$ cat src/rtl/cpu_write_capture.sv
// Captures CPU writes to a 4-entry register page: synchronizes the bus, deglitches M2,
// tracks the bus cycle with a small FSM and commits qualified writes on the falling M2 edge.
module cpu_write_capture #(
  parameter int          SYNC_STAGES = 2,
  parameter int          FILT_LEN    = 2,
  parameter logic [3:0]  REG_PAGE    = 4'h5
) (
  input  logic        clk,
  input  logic        rst_n,
  input  logic        m2,
  input  logic        cpu_rw,
  input  logic [15:0] cpu_addr,
  input  logic [7:0]  cpu_data,
  output logic        wr_stb,
  output logic [1:0]  wr_sel,
  output logic [3:0]  wr_data,
  output logic [3:0]  reg0,
  output logic [3:0]  reg1,
  output logic [3:0]  reg2,
  output logic [3:0]  reg3
);

  localparam int         BW        = 12;
  localparam logic [1:0] FILT_LAST = 2'(FILT_LEN - 1);

  typedef enum logic [1:0] {IDLE, ACTIVE, WRITE, COMMIT} state_t;

  // Only the decoded fields travel the sync chain; the rest of the bus is don't-care.
  logic unused_bits;
  assign unused_bits = ^{cpu_addr[11:10], cpu_addr[7:0], cpu_data[7:4]};

  logic [BW-1:0]          sync_q [SYNC_STAGES];
  logic [SYNC_STAGES-1:0] vld_q;
  logic [BW-1:0]          s_bus;
  logic                   s_m2, s_rw;
  logic [3:0]             s_page, s_data;
  logic [1:0]             s_sel;

  assign s_bus = sync_q[SYNC_STAGES-1];
  assign {s_m2, s_rw, s_page, s_sel, s_data} = s_bus;

  always_ff @(posedge clk or negedge rst_n) begin
    if (!rst_n) begin
      for (int unsigned i = 0; i < SYNC_STAGES; i++) sync_q[i] <= '0;
      vld_q <= '0;
    end else begin
      sync_q[0] <= {m2, cpu_rw, cpu_addr[15:12], cpu_addr[9:8], cpu_data[3:0]};
      for (int unsigned i = 1; i < SYNC_STAGES; i++) sync_q[i] <= sync_q[i-1];
      vld_q <= {vld_q[SYNC_STAGES-2:0], 1'b1};
    end
  end

  logic       m2f_q, m2f_d;
  logic [1:0] fcnt_q, fcnt_d;
  logic       armed_q, armed_d;

  always_comb begin
    m2f_d  = m2f_q;
    fcnt_d = '0;
    if (s_m2 != m2f_q) begin
      if (fcnt_q == FILT_LAST) m2f_d = s_m2;
      else                     fcnt_d = fcnt_q + 2'd1;
    end
    // A cycle already under way at reset release must be seen to end before any rise counts.
    armed_d = armed_q | (vld_q[SYNC_STAGES-1] & ~s_m2 & ~m2f_q);
  end

  state_t     state_q, state_d;
  logic [1:0] cap_sel_q, cap_sel_d;
  logic [3:0] cap_data_q, cap_data_d;
  logic       qual;

  assign qual = ~s_rw & (s_page == REG_PAGE);

  always_comb begin
    state_d    = state_q;
    cap_sel_d  = cap_sel_q;
    cap_data_d = cap_data_q;
    unique case (state_q)
      IDLE:   if (armed_q && m2f_q) state_d = ACTIVE;
      ACTIVE, WRITE: begin
        if (m2f_q) begin
          cap_sel_d  = s_sel;
          cap_data_d = s_data;
          state_d    = qual ? WRITE : ACTIVE;
        end else begin
          state_d = (state_q == WRITE) ? COMMIT : IDLE;
        end
      end
      COMMIT: state_d = IDLE;
      default: state_d = IDLE;
    endcase
  end

  logic       stb_q;
  logic [1:0] sel_q;
  logic [3:0] data_q;
  logic [3:0] regs_q [4];

  always_ff @(posedge clk or negedge rst_n) begin
    if (!rst_n) begin
      m2f_q      <= 1'b0;
      fcnt_q     <= '0;
      armed_q    <= 1'b0;
      state_q    <= IDLE;
      cap_sel_q  <= '0;
      cap_data_q <= '0;
      stb_q      <= 1'b0;
      sel_q      <= '0;
      data_q     <= '0;
      for (int unsigned i = 0; i < 4; i++) regs_q[i] <= '0;
    end else begin
      m2f_q      <= m2f_d;
      fcnt_q     <= fcnt_d;
      armed_q    <= armed_d;
      state_q    <= state_d;
      cap_sel_q  <= cap_sel_d;
      cap_data_q <= cap_data_d;
      stb_q      <= (state_d == COMMIT);
      // Commit results are registered on entry so they are visible for the whole COMMIT clock.
      if (state_d == COMMIT) begin
        sel_q             <= cap_sel_q;
        data_q            <= cap_data_q;
        regs_q[cap_sel_q] <= cap_data_q;
      end
    end
  end

  assign wr_stb  = stb_q;
  assign wr_sel  = sel_q;
  assign wr_data = data_q;
  assign reg0    = regs_q[0];
  assign reg1    = regs_q[1];
  assign reg2    = regs_q[2];
  assign reg3    = regs_q[3];

endmodule

$ cat config.mk
export PLATFORM = sky130hd
export DESIGN_NAME = cpu_write_capture
export DESIGN_NICKNAME = d
export VERILOG_FILES = /design/src/rtl/cpu_write_capture.sv
export SDC_FILE = /design/constraint.sdc
export NUM_CORES = 1
export LEC_CHECK = 0
export BUFFER_PORTS_ARGS = -buffer_cell sky130_fd_sc_hd__buf_4
export CAP_MARGIN = 25
export CORE_UTILIZATION = 40
export CTS_CLUSTER_SIZE = 12
export DETAILED_ROUTE_END_ITERATION = 8
export PLACE_DENSITY = 0.73
export SLEW_MARGIN = 40
export SYNTH_ARGS = -nofsm -noshare
export SYNTH_HDL_FRONTEND = slang
export SYNTH_SLANG_ARGS = --single-unit
$ cat constraint.sdc
create_clock -name clk -period 3.9 [get_ports clk]
set_input_delay 0.39 -clock clk [delete_from_list [all_inputs] [get_ports clk]]
set_output_delay 0.39 -clock clk [all_outputs]
set_load 0.02 [all_outputs]
==> impl_metrics.tcl <==
set metrics [dict create \
    end_kind "flip-flop" \
    areaGrowthSynthToFinish_pct 27.52 \
    synthTopCellsByArea "dfrtp_1, mux2_2, o2111ai_2, and4bb_2, ha_1" \
    numCtsBuffers 9 \
    skew_ns 0.01479 \
    diodes 0 \
    cts_max_level 3 \
    clk_latency_ns 0.34 \
    finalCritPeriodShare_pct 55.72 \
    finalWirelength_mm 3.581 \
    drt_iter0_drc 50 \
    worst_slew_pin_slew_ns 0.7219 \
    clk_pin_slew_ns 0.07 \
    drive_gt1_share_pct 50.83 \
    postRouteAntennaNets 0 \
    cts_root_buf "clkbuf_8" \
    nNetsFinal 206 \
    clock.fmax_mhz 460.1 \
    syn_avg_cell_area_sq_um 16.68 \
    final-hold-violation-count 0 \
    power_density_mw_per_mm2 719.7 \
    cts_tree "built" \
    vias 1188 \
    start_util_pct 41.92 \
    post-synth-top-area-cell "dfrtp_1" \
    die_area_sq_mm 0.005719 \
    cp.required_ns 4.12 \
    ys_seq_area_share_pct 70.40 \
    fin_tns_setup_ns 0 \
    setup_viol 0 \
    async_reset_ff_share_pct 100.0 \
    yosysMostFrequentCell "dfrtp_1" \
    regToRegEndpoint "wr_sel[1]" \
    die_h_microns 75.63 \
    fp-row-count 26 \
    critPathArrivalTime_ns 2.39 \
    cp-endpoint "wr_sel[1]" \
    fillers 422 \
    power.leakage_uw 0.001356 \
    grt_util_all_layers_pct 14.53 \
    yosysUniqueCellTypes 22 \
    dr.pass1.iters 2 \
    clk_path_buf_depth 2 \
    startpoint "state_q[0]" \
    syn-num-nets 160 \
    grt_max_degree 62 \
    grt_pass1_wl_mm 5.685 \
    synth_edf_count 0 \
    die_x_microns 75.63 \
    ioPinCount 51 \
    cp_max_fo 7 \
    status "complete, no violations" \
    synth_top_area_share_pct 70.40 \
    dp.cells 235 \
    reg2regPathDepth 6 \
    min-delay-path-class "in2async" \
    ir_worst_vdd_uv 332.7 \
    grt_pass1_vias 1190 \
    worstSetupPathType "reg2reg" \
    port_buffers 36 \
    post_cts_buffers 0 \
    core_region_area_sq_mm 0.005172 \
    r2r_start "state_q[0]" \
    cts_resized 0 \
    report.final.slew_viol_count 0 \
    syn_area_sq_mm 0.002168 \
    grt_setup_unrepaired "false" \
    dp_hpwl_mm 2.440 \
    overflow 0 \
    r2r_slack_ns 1.73 \
    yosysWarningCount 0 \
    antenna_found_initial 0 \
    critPathLaunchType "flip-flop" \
    ys_ff_latch 61 \
    max_slew_margin_pct 51.87 \
    syn_inst 130 \
    period_needed_ns 2.173 \
    synth_commonest_cells "dfrtp_1, mux2_2, inv_1" \
    fin_cells 251 \
    wire_per_inst_microns 14.27 \
    place.gp.congestion 0.7798 \
    drt-vias-per-instance 4.733 \
    cap_violations 0 \
    cts.sinks 61 \
    synth-main-ff-cell "dfrtp_1" \
    drcViolationCount 0 \
    postCtsHoldBufs 0 \
]
-- state kept, by name, summed over array words and instances (netlist names) --
signal      cells
armed_q         1
cap_data_q      4
cap_sel_q       2
fcnt_q          2
m2f_q           1
reg0            4
reg1            4
reg2            4
reg3            4
s_bus          12
state_q         2
sync_q         12
vld_q           2
wr_data         4
wr_sel          2
wr_stb          1
-- routing by layer --
layer,vias up,GRT usage (%),routed length [microns]
li1,548,-,-
met1,608,17.76,1496
met2,22,21.92,1864
met3,10,5.688,133
met4,0,8.642,86
met5,-,0,0
-- report_power, final --
| group | internal (uW) | switching [uW] |
|---|---|---|
| sequential | 748 | 109 |
| clock | 427 | 248 |
| combinational | 222 | 236 |
-- stage by stage --
| step | hold WS, ns | util [%] | power [uW] | worst slack, ns | instance area [sq um] |
|---|---|---|---|---|---|
| after floorplan | 0.09441 | - | 1156 | 1.961 | 2168 |
| after global placement | 0.3339 | 48.69 | 1301 | 1.822 | 2519 |
| after detailed placement | 0.3347 | 48.69 | 1329 | 1.734 | 2519 |
| after CTS | 0.1202 | 53.46 | 2013 | 1.715 | 2765 |
| after global routing | 0.1337 | 53.46 | 2099 | 1.605 | 2765 |
| final | 0.1119 | 53.46 | 1990 | 1.727 | 2765 |
-- cells in the final DEF, fill, tap and decap left out, drive strengths merged, types with 2 or more instances in the layout --
cell type,count
a21o,3
ha,2
nand2,3
and2,2
nor2,4
nor2b,3
buf,36
dfrtp,61
clkbuf,9
mux2,29
o2111ai,4
and4bb,2
inv,6
o211ai,2
bufinv,3
clkinvlp,2
-- layout make-up --
cell class / count / area (sq um) / area share, %
repair buffers: 36 / 270.3 / 9.774
multi-input cells: 63 / 615.6 / 22.26
clock inverters: 7 / 122.6 / 4.434
flip-flops and latches: 61 / 1526 / 55.20
well taps: 70 / 87.58 / 3.167
clock buffers: 9 / 123.9 / 4.480
inverters: 5 / 18.77 / 0.6787
-- cells by family after synthesis --
group | synth area share, %
compound gates | 6.982
xor+xnor | 0.4040
fa+ha+maj | 1.154
buf+inv | 1.212
flops | 70.40
mux | 15.06
other cells | 0.1729
simple gates | 4.616
-- how the worst min path moves through the flow --
stage,start,depth (start not counted),end
3_5_place_dp,vld_q[0],0,vld_q[1]
4_1_cts,rst_n,1,sync_q[14]
2_1_floorplan,rst_n,0,armed_q
6_report,rst_n,1,armed_q
5_1_grt,cpu_data[2],1,sync_q[14]
3_3_place_gp,vld_q[0],0,vld_q[1]
-- critical path, cell delays in order (launching register included) --
cell	delay, ns
dfrtp_1	0.40
inv_1	0.09
ha_1	0.26
and4bb_2	0.28
a21o_1	0.24
o211ai_2	0.41
mux2_2	0.39
Note: power is estimated with default switching activity, not from simulation.
